<file path="src/rtl/uart_host.sv">
// uart_host: 32-bit word <-> 8N1 serial bridge, one bit per clk, TX and RX fully independent.
// Latency: TX start bit one cycle after the tx_valid/tx_ready handshake; rx_valid the cycle after byte 3's stop bit.
// Backpressure: tx_ready is low for the 40 cycles a word is on the line; the receive side cannot be stalled.
// Ports: clk, nrst (async, active-low); tx_data/tx_valid/tx_ready -> txd;
//        rxd -> rx_data/rx_valid, plus rx_eof (frame ended) and rx_err (framing error or truncated word) pulses.
module uart_host #(
  parameter int unsigned IDLE_EOF = 16
) (
  input  logic        clk,
  input  logic        nrst,
  input  logic [31:0] tx_data,
  input  logic        tx_valid,
  output logic        tx_ready,
  output logic        txd,
  input  logic        rxd,
  output logic [31:0] rx_data,
  output logic        rx_valid,
  output logic        rx_eof,
  output logic        rx_err
);

  // ---------------------------------------------------------------- transmit
  typedef enum logic [1:0] {TX_IDLE, TX_START, TX_DATA, TX_STOP} tx_state_t;

  tx_state_t   tx_state;
  logic [31:0] tx_word;     // byte on the line is always tx_word[31:24]
  logic [2:0]  tx_bitcnt;
  logic [1:0]  tx_bytecnt;
  logic [7:0]  tx_byte;

  assign tx_byte = tx_word[31:24];

  always_ff @(posedge clk or negedge nrst) begin
    if (!nrst) begin
      tx_state   <= TX_IDLE;
      tx_word    <= '0;
      tx_bitcnt  <= '0;
      tx_bytecnt <= '0;
      txd        <= 1'b1;
      tx_ready   <= 1'b1;
    end else begin
      case (tx_state)
        TX_IDLE: begin
          if (tx_valid) begin
            tx_word    <= tx_data;
            tx_bytecnt <= '0;
            txd        <= 1'b0;
            tx_ready   <= 1'b0;
            tx_state   <= TX_START;
          end
        end
        TX_START: begin
          txd       <= tx_byte[0];
          tx_bitcnt <= '0;
          tx_state  <= TX_DATA;
        end
        TX_DATA: begin
          if (tx_bitcnt == 3'd7) begin
            txd      <= 1'b1;
            tx_state <= TX_STOP;
          end else begin
            txd       <= tx_byte[tx_bitcnt + 3'd1];
            tx_bitcnt <= tx_bitcnt + 3'd1;
          end
        end
        TX_STOP: begin
          if (tx_bytecnt == 2'd3) begin
            tx_ready <= 1'b1;
            tx_state <= TX_IDLE;
          end else begin
            // next byte starts straight after this stop bit, no idle gap
            tx_word    <= {tx_word[23:0], 8'h00};
            tx_bytecnt <= tx_bytecnt + 2'd1;
            txd        <= 1'b0;
            tx_state   <= TX_START;
          end
        end
        default: tx_state <= TX_IDLE;
      endcase
    end
  end

  // ----------------------------------------------------------------- receive
  typedef enum logic [1:0] {RX_IDLE, RX_DATA, RX_STOP, RX_WAIT} rx_state_t;

  localparam logic [7:0] EOF_CNT = 8'(IDLE_EOF);

  rx_state_t   rx_state;
  logic [7:0]  rx_shift;
  logic [2:0]  rx_bitcnt;
  logic [1:0]  rx_bytecnt;
  logic [23:0] rx_hi;       // bytes 0..2 of the word being assembled
  logic [7:0]  idle_cnt;
  logic        word_seen;   // a word completed since the last rx_eof
  logic        idle_hit;

  // true only on the cycle the idle count steps onto IDLE_EOF, so it fires once per idle stretch
  assign idle_hit = (rx_state == RX_IDLE) && rxd && (idle_cnt == EOF_CNT - 8'd1);

  always_ff @(posedge clk or negedge nrst) begin
    if (!nrst) begin
      rx_state   <= RX_IDLE;
      rx_shift   <= '0;
      rx_bitcnt  <= '0;
      rx_bytecnt <= '0;
      rx_hi      <= '0;
      idle_cnt   <= '0;
      word_seen  <= 1'b0;
      rx_data    <= '0;
      rx_valid   <= 1'b0;
      rx_eof     <= 1'b0;
      rx_err     <= 1'b0;
    end else begin
      rx_valid <= 1'b0;
      rx_eof   <= 1'b0;
      rx_err   <= 1'b0;

      if (rx_state == RX_IDLE && rxd) begin
        if (idle_cnt != EOF_CNT) idle_cnt <= idle_cnt + 8'd1;
      end else begin
        idle_cnt <= '0;
      end

      case (rx_state)
        RX_IDLE: begin
          if (!rxd) begin
            rx_bitcnt <= '0;
            rx_state  <= RX_DATA;
          end else if (idle_hit) begin
            if (rx_bytecnt != 2'd0) begin
              rx_err     <= 1'b1;
              rx_bytecnt <= '0;
            end else if (word_seen) begin
              rx_eof    <= 1'b1;
              word_seen <= 1'b0;
            end
          end
        end
        RX_DATA: begin
          // LSB arrives first, so shift right and insert at the top
          rx_shift  <= {rxd, rx_shift[7:1]};
          rx_bitcnt <= rx_bitcnt + 3'd1;
          if (rx_bitcnt == 3'd7) rx_state <= RX_STOP;
        end
        RX_STOP: begin
          if (rxd) begin
            case (rx_bytecnt)
              2'd0: rx_hi[23:16] <= rx_shift;
              2'd1: rx_hi[15:8]  <= rx_shift;
              2'd2: rx_hi[7:0]   <= rx_shift;
              default: begin
                rx_data   <= {rx_hi, rx_shift};
                rx_valid  <= 1'b1;
                word_seen <= 1'b1;
              end
            endcase
            rx_bytecnt <= rx_bytecnt + 2'd1;
            rx_state   <= RX_IDLE;
          end else begin
            rx_err     <= 1'b1;
            rx_bytecnt <= '0;
            rx_state   <= RX_WAIT;
          end
        end
        RX_WAIT: begin
          // hold off until the line goes high so a stuck-low line is not read as bytes
          if (rxd) rx_state <= RX_IDLE;
        end
        default: rx_state <= RX_IDLE;
      endcase
    end
  end

endmodule

</file>
<file path="config.mk">
export PLATFORM = sky130hd
export DESIGN_NAME = uart_host
export DESIGN_NICKNAME = d
export VERILOG_FILES = /design/src/rtl/uart_host.sv
export SDC_FILE = /design/constraint.sdc
export NUM_CORES = 1
export LEC_CHECK = 0
export BUFFER_PORTS_ARGS = -buffer_cell sky130_fd_sc_hd__buf_2
export CAP_MARGIN = 20
export CORE_MARGIN = 4
export CORE_UTILIZATION = 50
export DETAILED_ROUTE_END_ITERATION = 10
export GPL_ROUTABILITY_DRIVEN = 0
export PLACE_DENSITY = 0.72
export SLEW_MARGIN = 20
export SYNTH_ARGS = -nofsm -noshare
export SYNTH_HDL_FRONTEND = slang
export SYNTH_SLANG_ARGS = --single-unit
</file>
<file path="constraint.sdc">
create_clock -name clk -period 4 [get_ports clk]
set_input_delay 0.8 -clock clk [delete_from_list [all_inputs] [get_ports clk]]
set_output_delay 0.8 -clock clk [all_outputs]
set_load 0.03 [all_outputs]
</file>
==> impl_metrics.tcl, run 1 <==
set metrics [dict create \
    initial_core_util_pct 51.4 \
    power.density_cell_area_nw_per_um2 707 \
    grt_usage_pct 18.2 \
    cpLargestDelayFamily "flip-flops" \
    worst_r2r_endpoint "tx_word[20]" \
    crit_type "reg -> out" \
    syn-cell-area_um2 5310 \
    critical_path.cell_chain "buf_2" \
    worst-path-max-fanout 3 \
    ys_top_cells_by_area "sky130_fd_sc_hd__dfrtp_1, sky130_fd_sc_hd__mux2_2, sky130_fd_sc_hd__mux2i_1, sky130_fd_sc_hd__nand2_1, sky130_fd_sc_hd__ha_1" \
    cts_post_setup_buffers_inserted 0 \
    pre_cts_slack_ns 1.76 \
    regArea_um2 3110 \
    hold_path_class "in -> async" \
    post_cts.resized_instances 0 \
    clock_root_cell "sky130_fd_sc_hd__clkbuf_8" \
    overflow 0 \
    muxShareOfSynthArea_pct 18.0 \
    crit_required_ns 3.20 \
    drt_drc_violations_left 0 \
    ys_flop_type "sky130_fd_sc_hd__dfrtp_1" \
    cts.htree.levels 4 \
    synth_edf_count 0 \
    place.port_buffers 72 \
    clk_pin_slew_worst_paths_ns 0.06 \
    core_area_um2 10300 \
    netlist_instances 428 \
    num_io_pins 73 \
    yosys-top-cells-count "sky130_fd_sc_hd__dfrtp_1, sky130_fd_sc_hd__nand2_1, sky130_fd_sc_hd__mux2_2" \
    syn_nets 479 \
    finalMaxSlewViolations 0 \
    crit_path_end_kind "output port" \
    total_of_warnings_raised_by_yosys 0 \
    detailedPlacementHpwl_um 7040 \
    r2r-start "tx_state[0]" \
    clkSinkCount 124 \
    fp-row-count 37 \
    avgViaCountPerCell 5.26 \
    dieArea_um2 12300 \
    postSynth.asyncResetShare_pct 100 \
    setup_tns_ns 0 \
    die_x_um 111 \
    ys_types 45 \
    slew-limit-headroom_pct 40.6 \
    drt_first_iter_violations 229 \
    synth_top_area_share_pct 57.5 \
    drt.antenna.violating_nets 0 \
    share_of_the_cycle_needed_by_the_critical_path_after_routing_pct 51.0 \
    grt_max_degree 71 \
    worst_setup_path_start_kind "flip-flop" \
    placement.cell_area_um2 5790 \
    yosys.cell_count.top_type "sky130_fd_sc_hd__dfrtp_1" \
    finish.net_count 554 \
    crit_path_top_delay_cell "sky130_fd_sc_hd__dfstp_2" \
    filler_cell_count 796 \
    fin_ws_ns 1.96 \
    max-cap-violations 0 \
    route.final.wire_length_um 10400 \
    detailedRoute.firstPassIterationCount 4 \
    wire_length_of_the_first_global_routing_pass_um 17800 \
    tritoncts "done" \
    antenna_cells 0 \
    clk_latency_worst_skew_pair_ns 0.52 \
    critPathArrivalTime_ns 1.24 \
    synth_xor_xnor_area_share_pct 0.825 \
    synthSimpleGateAreaFrac_pct 9.64 \
    finalWorstPathRequiredPeriod_ns 2.04 \
    synth_sequential_area_ratio_pct 58.5 \
    synthAdderAreaFrac_pct 3.54 \
    compound_gate_fraction_of_synth_area_pct 7.19 \
    dr_total_vias 3427 \
    worst-r2r-cell-count 6 \
    multi_input_comb_area_um2 2080 \
    cts-hold-fix-buffers 0 \
    ctsLongestPathBuffers 2 \
    post-synth-top-area-cell "sky130_fd_sc_hd__dfrtp_1" \
    die_h_um 111 \
    reg2reg_slack_ns 2.10 \
    cts_inserted_buffers 17 \
    tightestPinTransition_ns 0.891 \
    setup_viol 0 \
    main_combinational_cell_family_by_area_after_synthesis "multiplexers" \
    cp_num_buf_inv 1 \
    postSynthAreaPerCell_um2 12.4 \
    worst_ir_drop_vdd_mv 0.434 \
    antenna_found_initial 0 \
    area.growth.synth_to_final_pct 20.3 \
    drive_gt1_share_pct 33.7 \
    grt_setup_unrepaired "no" \
    drt-wirelength-per-cell_um 15.9 \
    hold_violations 0 \
    first_global_vias 3592 \
    skew_ns 0.00878 \
    outcome "completed" \
    slowest_delay_ns 0.54 \
    ys_seq_elements 124 \
    post-route-cell-area_um2 6380 \
    cellLeakagePower_nw 3.24 \
    maxClockFrequency_mhz 490 \
]
-- layout make-up --
cell class              count  area share (%)
flip-flops and latches    124            48.6
multi-input cells         276            32.6
well taps                 136            2.67
clock buffers              20            7.13
repair buffers             76            6.35
clock inverters            12            2.16
inverters                   8           0.470
-- logic make-up after synthesis --
logic type / after synthesis
compound gates: 61
xor+xnor: 5
fa+ha+maj: 15
buf+inv: 28
flops: 124
mux: 87
simple gates: 108
-- flip-flops by register name, indices dropped and copies added (netlist names), 2 cells and up --
name	count
rx_data	32
tx_word	32
rx_hi	24
idle_cnt	8
rx_shift	8
rx_bitcnt	3
tx_bitcnt	3
rx_bytecnt	2
rx_state	2
tx_bytecnt	2
tx_state	2
-- worst max-delay path by stage --
stage,start,endpoint,slack (ns),depth (start not counted)
2_1_floorplan,rxd,idle_cnt[1],1.99,4
3_3_place_gp,rxd,idle_cnt[1],1.80,4
3_5_place_dp,rxd,rx_data[14],1.76,5
4_1_cts,tx_ready,tx_ready,1.93,1
5_1_grt,tx_state[1],tx_word[20],1.87,6
6_report,tx_ready,tx_ready,1.96,1
-- routing by layer --
layer,track usage (%),part of all wire (%),vias to the layer above
met1,23.8,46,1717
met2,29.3,50,51
met5,0,0,-
met3,4.80,3.3,11
met4,6.57,1.3,0
li1,-,-,1648
-- stage by stage --
stage | hold slack (ns) | util, % | power (W) | cells
finish | 0.410 | 61.8 | 0.00451 | 652
detailed placement | 0.470 | 56.1 | 0.00304 | 620
global placement | 0.458 | 56.1 | 0.00297 | 620
floorplan | 0.445 | - | 0.00273 | 428
global route | 0.477 | 61.8 | 0.00483 | 652
CTS | 0.434 | 61.8 | 0.00456 | 652
-- worst reg2reg max path: cells and delay by family (launching register included) --
kind | cells | cell delay, ns
buffers and inverters | 2 | 0.54
flip-flops | 1 | 0.42
AO/OA/AOI/OAI | 2 | 0.33
adder cells (fa/ha/maj) | 1 | 0.28
AND/OR/NAND/NOR | 1 | 0.18
-- power breakdown --
group / total, W / internal, W / switching [W] / leakage, nW
combinational: 0.00114 / 0.000507 / 0.000634 / 1.32
sequential: 0.00188 / 0.00161 / 0.000267 / 1.64
clock: 0.00150 / 0.000938 / 0.000558 / 0.276
total: 0.00451 / 0.00305 / 0.00146 / 3.24
-- layout by cell type (no fill, tap or decap), drive strengths merged, types with 3 or more instances in the layout --
master,n
dfrtp,122
buf,76
nand2,62
mux2,58
o21ai,31
mux2i,28
clkbuf,20
ha,15
a22o,13
nor2,11
inv,9
a21oi,6
nand3,6
clkinvlp,5
nand2b,4
xor2,4
clkinv,4
nor3,3
nor2b,3
and3,3
and2,3
No activity file was read; power rests on OpenSTA's default activity.
==> run 2, diff against run 1 <==
--- a/config.mk
+++ b/config.mk
@@ -5,13 +5,14 @@
 export SDC_FILE = /design/constraint.sdc
 export NUM_CORES = 1
 export LEC_CHECK = 0
+export ABC_AREA = 1
 export BUFFER_PORTS_ARGS = -buffer_cell sky130_fd_sc_hd__buf_2
 export CAP_MARGIN = 20
 export CORE_MARGIN = 4
 export CORE_UTILIZATION = 50
 export DETAILED_ROUTE_END_ITERATION = 10
 export GPL_ROUTABILITY_DRIVEN = 0
-export PLACE_DENSITY = 0.72
+export PLACE_DENSITY = 0.75
 export SLEW_MARGIN = 20
 export SYNTH_ARGS = -nofsm -noshare
 export SYNTH_HDL_FRONTEND = slang
==> constraint.sdc (replaced) <==
create_clock -name clk -period 1.8 [get_ports clk]
set_input_delay 0.36 -clock clk [delete_from_list [all_inputs] [get_ports clk]]
set_output_delay 0.36 -clock clk [all_outputs]
set_load 0.03 [all_outputs]
==> run 2 against run 1 <==
Net effect: non-clock buffer count increased by 13; critical endpoint is now tx_word[28]; utilization increased by 1.3 points; via count increased by 23%; die area increased by 2.1%; global-route usage increased by 1.5 points; synthesized cell count increased by 37%; clock skew increased by 0.0018 ns; area after synthesis increased by 2.3%; largest power group unchanged; worst setup slack got worse by 1.9 ns.
==> impl_metrics.tcl, run 2 <==
set metrics [dict create \
    outcome "completed" \
    biggestRegsByFlops "rx_data: 32 flops, tx_word: 32 flops, rx_hi: 24 flops" \
    postSynthAreaPerCell_um2 9.23 \
    post-synth-top-area-cell "sky130_fd_sc_hd__dfrtp_1" \
    switching_share_pct 34.4 \
    antenna_found_initial 0 \
    worst-path-max-fanout 42 \
    initial_core_util_pct 51.9 \
    antenna_cells 0 \
    setup_viol 0 \
    yosys.cell_count.top_type "sky130_fd_sc_hd__nand2_1" \
    num_io_pins 73 \
    synthAdderAreaFrac_pct 3.46 \
    cellLeakagePower_nw 3.43 \
    drt_drc_violations_left 0 \
    power_frac_comb_pct 31.5 \
    syn-cell-area_um2 5430 \
    worst_setup_path_start_kind "flip-flop" \
    detailedRoute.firstPassIterationCount 4 \
    max-cap-violations 0 \
    grt_max_degree 56 \
    finish.net_count 724 \
    hold-worst-slack_ns 0.0974 \
    final_cell_mix "sky130_fd_sc_hd__nand2_1, sky130_fd_sc_hd__dfrtp_1, sky130_fd_sc_hd__o21ai_0" \
    share_of_the_cycle_needed_by_the_critical_path_after_routing_pct 96.2 \
    synth_edf_count 0 \
    synth_xor_xnor_area_share_pct 0.161 \
    clkSinkCount 124 \
    grt_usage_pct 19.6 \
    tritoncts "done" \
    total_of_warnings_raised_by_yosys 0 \
    clock_root_cell "sky130_fd_sc_hd__clkbuf_8" \
    synth_top_area_share_pct 56.3 \
    setup_tns_ns 0 \
    slew-limit-headroom_pct 71.3 \
    p_int_w 0.00691 \
    tightestPinTransition_ns 0.426 \
    dieArea_um2 12600 \
    compound_gate_fraction_of_synth_area_pct 13.3 \
    wire_length_of_the_first_global_routing_pass_um 20100 \
    overflow 0 \
    reg2reg_slack_ns 0.07 \
    drt_first_iter_violations 368 \
    layout.cells.most_common "sky130_fd_sc_hd__nand2_1" \
    post-route-cell-area_um2 6610 \
    ys_top_cells_by_area "sky130_fd_sc_hd__dfrtp_1, sky130_fd_sc_hd__nand2_1, sky130_fd_sc_hd__o21ai_0, sky130_fd_sc_hd__inv_1, sky130_fd_sc_hd__ha_1" \
    cts_inserted_buffers 17 \
    power.density_cell_area_nw_per_um2 1590 \
    detailedPlacementHpwl_um 7970 \
    drive_gt1_share_pct 21.2 \
    yosys-top-cells-count "sky130_fd_sc_hd__nand2_1, sky130_fd_sc_hd__dfrtp_1, sky130_fd_sc_hd__o21ai_0" \
    muxShareOfSynthArea_pct 0 \
    finalMaxSlewViolations 0 \
    hold_path_class "in -> reg" \
    die_h_um 112 \
    synthSimpleGateAreaFrac_pct 18.8 \
    worst_ir_drop_vdd_mv 0.866 \
    dr_total_vias 4211 \
    clk_pin_slew_worst_paths_ns 0.06 \
    crit_required_ns 2.20 \
    power_frac_seq_pct 37.3 \
    ctsLongestPathBuffers 2 \
    cts.htree.levels 4 \
    final_core_util_pct 63.2 \
    maxClockFrequency_mhz 577 \
    clkPwrFrac_pct 31.3 \
    drt-wirelength-per-cell_um 14.3 \
    first_global_vias 4274 \
    hold_violations 0 \
    switching_power_w 0.00363 \
    area.growth.synth_to_final_pct 21.8 \
    critPathArrivalTime_ns 2.13 \
    netlist_instances 588 \
    synth_sequential_area_ratio_pct 57.2 \
    syn_nets 639 \
    core_area_um2 10500 \
    finalWorstPathRequiredPeriod_ns 1.73 \
    ys_flop_type "sky130_fd_sc_hd__dfrtp_1" \
    main_combinational_cell_family_by_area_after_synthesis "simple AND/OR/NAND/NOR gates" \
    avgViaCountPerCell 5.13 \
    clk_latency_worst_skew_pair_ns 0.51 \
    crit_path_end_kind "flip-flop" \
    drt.antenna.violating_nets 0 \
    die_x_um 112 \
    ys_seq_elements 124 \
    postSynth.asyncResetShare_pct 100 \
    crit_type "reg -> reg" \
    fp-row-count 37 \
    place.port_buffers 72 \
    route.final.wire_length_um 11800 \
    skew_ns 0.0106 \
    placement.cell_area_um2 5930 \
    ys_types 34 \
]
run 2: cell count changes after synthesis, moves of 15 or more:
| cell | before | now |
|---|---|---|
| sky130_fd_sc_hd__inv_1 | 8 | 55 |
| sky130_fd_sc_hd__mux2i_1 | 28 | 0 |
| sky130_fd_sc_hd__o21ai_0 | 31 | 81 |
| sky130_fd_sc_hd__mux2_2 | 58 | 0 |
| sky130_fd_sc_hd__o21a_1 | 0 | 15 |
| sky130_fd_sc_hd__nand2_1 | 59 | 175 |
| sky130_fd_sc_hd__nor2_1 | 11 | 27 |
run 2: worst paths after layout:
check                                  from           end  cells past startpoint
worst max-delay path            tx_state[1]   tx_word[28]                      7
worst min register to register    rx_hi[12]   rx_data[20]                      2
worst min-delay path            tx_data[11]   tx_word[11]                      3
worst max register to register  tx_state[1]   tx_word[28]                      7
min in group asynchronous              nrst  tx_bitcnt[2]                      2
max in group asynchronous              nrst   rx_shift[2]                      3
run 2: repair_timing:
action | 4_1_cts | 5_1_grt
endpoints found under the setup margin | 0 | 35
endpoints found under the hold margin | 19 | 0
resized for setup | 0 | 6
buffers inserted | 0 | 5
hold buffers | 1 | 0
run 2: worst max-delay path, stage by stage (launching register included):
cell                         delay [ns]
sky130_fd_sc_hd__dfrtp_1           0.41
sky130_fd_sc_hd__ha_1              0.28
sky130_fd_sc_hd__buf_12            0.23
sky130_fd_sc_hd__clkinvlp_4        0.19
sky130_fd_sc_hd__buf_12            0.17
sky130_fd_sc_hd__nor2_1            0.11
sky130_fd_sc_hd__o21ai_0           0.10
sky130_fd_sc_hd__o21a_1            0.12
run 2: area by class of cell:
| cell class | instances | area, um^2 |
|---|---|---|
| multi-input cells | 381 | 1940 |
| clock inverters | 12 | 139 |
| well taps | 136 | 170 |
| fillers | 849 | 3850 |
| inverters | 60 | 230 |
| flip-flops and latches | 124 | 3110 |
| repair buffers | 89 | 581 |
| clock buffers | 19 | 442 |
run 2: logic make-up after synthesis:
kind of cell	count (synthesis)
XOR/XNOR	1
AND/OR/NAND/NOR	239
adder cells (fa/ha/maj)	15
AO/OA/AOI/OAI	126
flip-flops	124
buffers and inverters	83
run 2: power by group through the flow:
stage	Clock, W	Sequential, W	Combinational, W
final	0.00330	0.00393	0.00332
after CTS	0.00335	0.00392	0.00305
after detailed placement	0	0.00397	0.00301
after global routing	0.00351	0.00401	0.00379
after global placement	0	0.00394	0.00285
after floorplan	0	0.00388	0.00230
run 2: stage by stage:
stage / setup WS, ns / total power, W / cells
6_report: 0.0680 / 0.0105 / 821
5_1_grt: -0.0544 / 0.0113 / 821
4_1_cts: 0.0207 / 0.0103 / 815
3_5_place_dp: 0.0395 / 0.00698 / 783
3_3_place_gp: 0.153 / 0.00679 / 783
2_1_floorplan: 0.272 / 0.00619 / 588
run 2: per-layer routing:
layer	vias to the layer above	share of wire [%]	track usage, %
li1	2063	-	-
met1	2016	45	26.3
met2	120	48	31.6
met3	12	5.9	5.61
met4	0	0.88	5.21
met5	-	0	0
==> run 3, diff against run 2 <==
--- a/config.mk
+++ b/config.mk
@@ -12,7 +12,7 @@
 export CORE_UTILIZATION = 50
 export DETAILED_ROUTE_END_ITERATION = 10
 export GPL_ROUTABILITY_DRIVEN = 0
-export PLACE_DENSITY = 0.75
+export PLACE_DENSITY = 0.74
 export SLEW_MARGIN = 20
 export SYNTH_ARGS = -nofsm -noshare
 export SYNTH_HDL_FRONTEND = slang
==> constraint.sdc (replaced) <==
create_clock -name clk -period 1.8 [get_ports clk]
set_input_delay 0.27 -clock clk [delete_from_list [all_inputs] [get_ports clk]]
set_output_delay 0.27 -clock clk [all_outputs]
set_load 0.03 [all_outputs]
==> run 3 against run 2 <==
Net effect: sequential share of layout area rose by 0.15 points; flip-flop and latch count stayed put; design area down 0.32%; sequential power barely moved; register-to-register slack improved by 0.07 ns; worst setup slack improved by 0.072 ns.
==> impl_metrics.tcl, run 3 (synthesis gave the netlist of run 2 again) <==
set metrics [dict create \
    drt_drc_violations_left 0 \
    cts_inserted_buffers 17 \
    worst_setup_path_start_kind "flip-flop" \
    share_of_the_cycle_needed_by_the_critical_path_after_routing_pct 92.2 \
    max-cap-violations 0 \
    critPathArrivalTime_ns 2.04 \
    area.growth.synth_to_final_pct 21.4 \
    crit_type "reg -> reg" \
    grt.met1_usage_pct 25.7 \
    post-route-cell-area_um2 6590 \
    hold_path_class "in -> reg" \
    slew-limit-headroom_pct 63.5 \
    ctsLongestPathBuffers 2 \
    drive_gt1_share_pct 21.2 \
    finish.net_count 723 \
    grt_max_degree 46 \
    clock_root_cell "sky130_fd_sc_hd__clkbuf_8" \
    worst-path-max-fanout 26 \
    overflow 0 \
    antenna_cells 0 \
    die_x_um 112 \
    skew_ns 0.00942 \
    maxClockFrequency_mhz 602 \
    route.final.wire_length_um 11500 \
    reg2reg_slack_ns 0.14 \
    finalWorstPathRequiredPeriod_ns 1.66 \
    finalMaxSlewViolations 0 \
    num_io_pins 73 \
    detailedPlacementHpwl_um 8170 \
    r2r-start "tx_state[0]" \
    outcome "completed" \
    power.density_cell_area_nw_per_um2 1570 \
    fp-row-count 37 \
    grt_util_met3_pct 5.34 \
    grt_setup_unrepaired "no" \
    cts.htree.levels 4 \
    clkSinkCount 124 \
    initial_core_util_pct 51.9 \
    clk_pin_slew_worst_paths_ns 0.06 \
    worst-r2r-cell-count 10 \
    cellLeakagePower_nw 3.41 \
    drt-wirelength-per-cell_um 14.0 \
    setup_viol 0 \
    crit_required_ns 2.18 \
    worst_ir_drop_vdd_mv 0.831 \
    final_core_util_pct 63.0 \
    tightestPinTransition_ns 0.548 \
    core_area_um2 10500 \
    clk_latency_worst_skew_pair_ns 0.51 \
    detailedRoute.firstPassIterationCount 5 \
    biggestRegsByFlops "rx_data: 32 flops, tx_word: 32 flops, rx_hi: 24 flops" \
    antenna_found_initial 0 \
    hold_violations 0 \
    most_congested_layer_reported_by_global_routing "met2" \
    first_global_vias 4248 \
    setup_tns_ns 0 \
    fin_ws_ns 0.140 \
    dieArea_um2 12600 \
    final_cell_mix "sky130_fd_sc_hd__nand2_1, sky130_fd_sc_hd__dfrtp_1, sky130_fd_sc_hd__o21ai_0" \
    worst_r2r_endpoint "tx_word[14]" \
    pre_cts_slack_ns 0.0221 \
    dr_total_vias 4202 \
    layout.cells.most_common "sky130_fd_sc_hd__nand2_1" \
    setup.worst_path.end "tx_word[14]" \
    tritoncts "done" \
    finalPower_w 0.0103 \
    crit_path_end_kind "flip-flop" \
    drt.antenna.violating_nets 0 \
    avgViaCountPerCell 5.12 \
    die_h_um 112 \
    placement.cell_area_um2 5940 \
    crit_start "tx_state[0]" \
    drt_first_iter_violations 296 \
    grt_usage_pct 19.3 \
    place.port_buffers 72 \
    global_route.usage.met2_pct 31.8 \
    wire_length_of_the_first_global_routing_pass_um 19800 \
]
-- run 3: final cells by class --
type                            instances  area (um^2)
Clock buffer                           17          414
Clock inverter                         15          151
Fill cell                             873         3870
Inverter                               60          230
Multi-Input combinational cell        381         1960
Sequential cell                       124         3110
Tap cell                              136          170
Timing Repair Buffer                   88          558
-- run 3: power breakdown --
group / leakage (nW) / switching, W / internal, W
sequential: 1.61 / 0.000387 / 0.00353
clock: 0.275 / 0.00133 / 0.00188
combinational: 1.52 / 0.00194 / 0.00125
-- run 3: critical path, cell delays in order, from the launching register on --
cell and delay, ns:
sky130_fd_sc_hd__dfrtp_1 0.41, sky130_fd_sc_hd__inv_1 0.11, sky130_fd_sc_hd__ha_2 0.22, sky130_fd_sc_hd__inv_2 0.05, sky130_fd_sc_hd__nor2_4 0.10, sky130_fd_sc_hd__inv_2 0.07
sky130_fd_sc_hd__nand2_4 0.12, sky130_fd_sc_hd__nor2_8 0.07, sky130_fd_sc_hd__buf_12 0.17, sky130_fd_sc_hd__o211ai_1 0.08, sky130_fd_sc_hd__o21ai_0 0.13
-- run 3: metrics by stage --
step	hold slack [ns]	instances
2_1_floorplan	-0.0256	588
3_3_place_gp	0.294	783
3_5_place_dp	0.302	783
4_1_cts	0.00140	820
5_1_grt	0.000269	821
6_report	0.0104	821
-- run 3: metal layers --
metal  part of all wire [%]  vias up
met5                      0        -
met4                   0.91        0
met3                    6.0       10
met2                     48      113
met1                     45     2020
li1                       -     2059
-- run 3: repair_timing --
| item | 4_1_cts | 5_1_grt |
|---|---|---|
| resized for setup | 0 | 10 |
| hold buffers | 5 | 0 |
| endpoints found under the hold margin | 40 | 0 |
| endpoints found under the setup margin | 0 | 34 |
| setup buffers | 0 | 1 |
-- run 3: worst min path at each step --
stage	to	from	cells past startpoint	slack [ns]
after global routing	tx_word[1]	tx_data[1]	3	0.0003
after detailed placement	rx_valid	nrst	1	0.30
final	tx_word[16]	tx_data[16]	3	0.01
after floorplan	idle_cnt[0]	nrst	0	-0.03
after CTS	tx_word[1]	tx_data[1]	3	0.001
after global placement	rx_valid	nrst	1	0.29
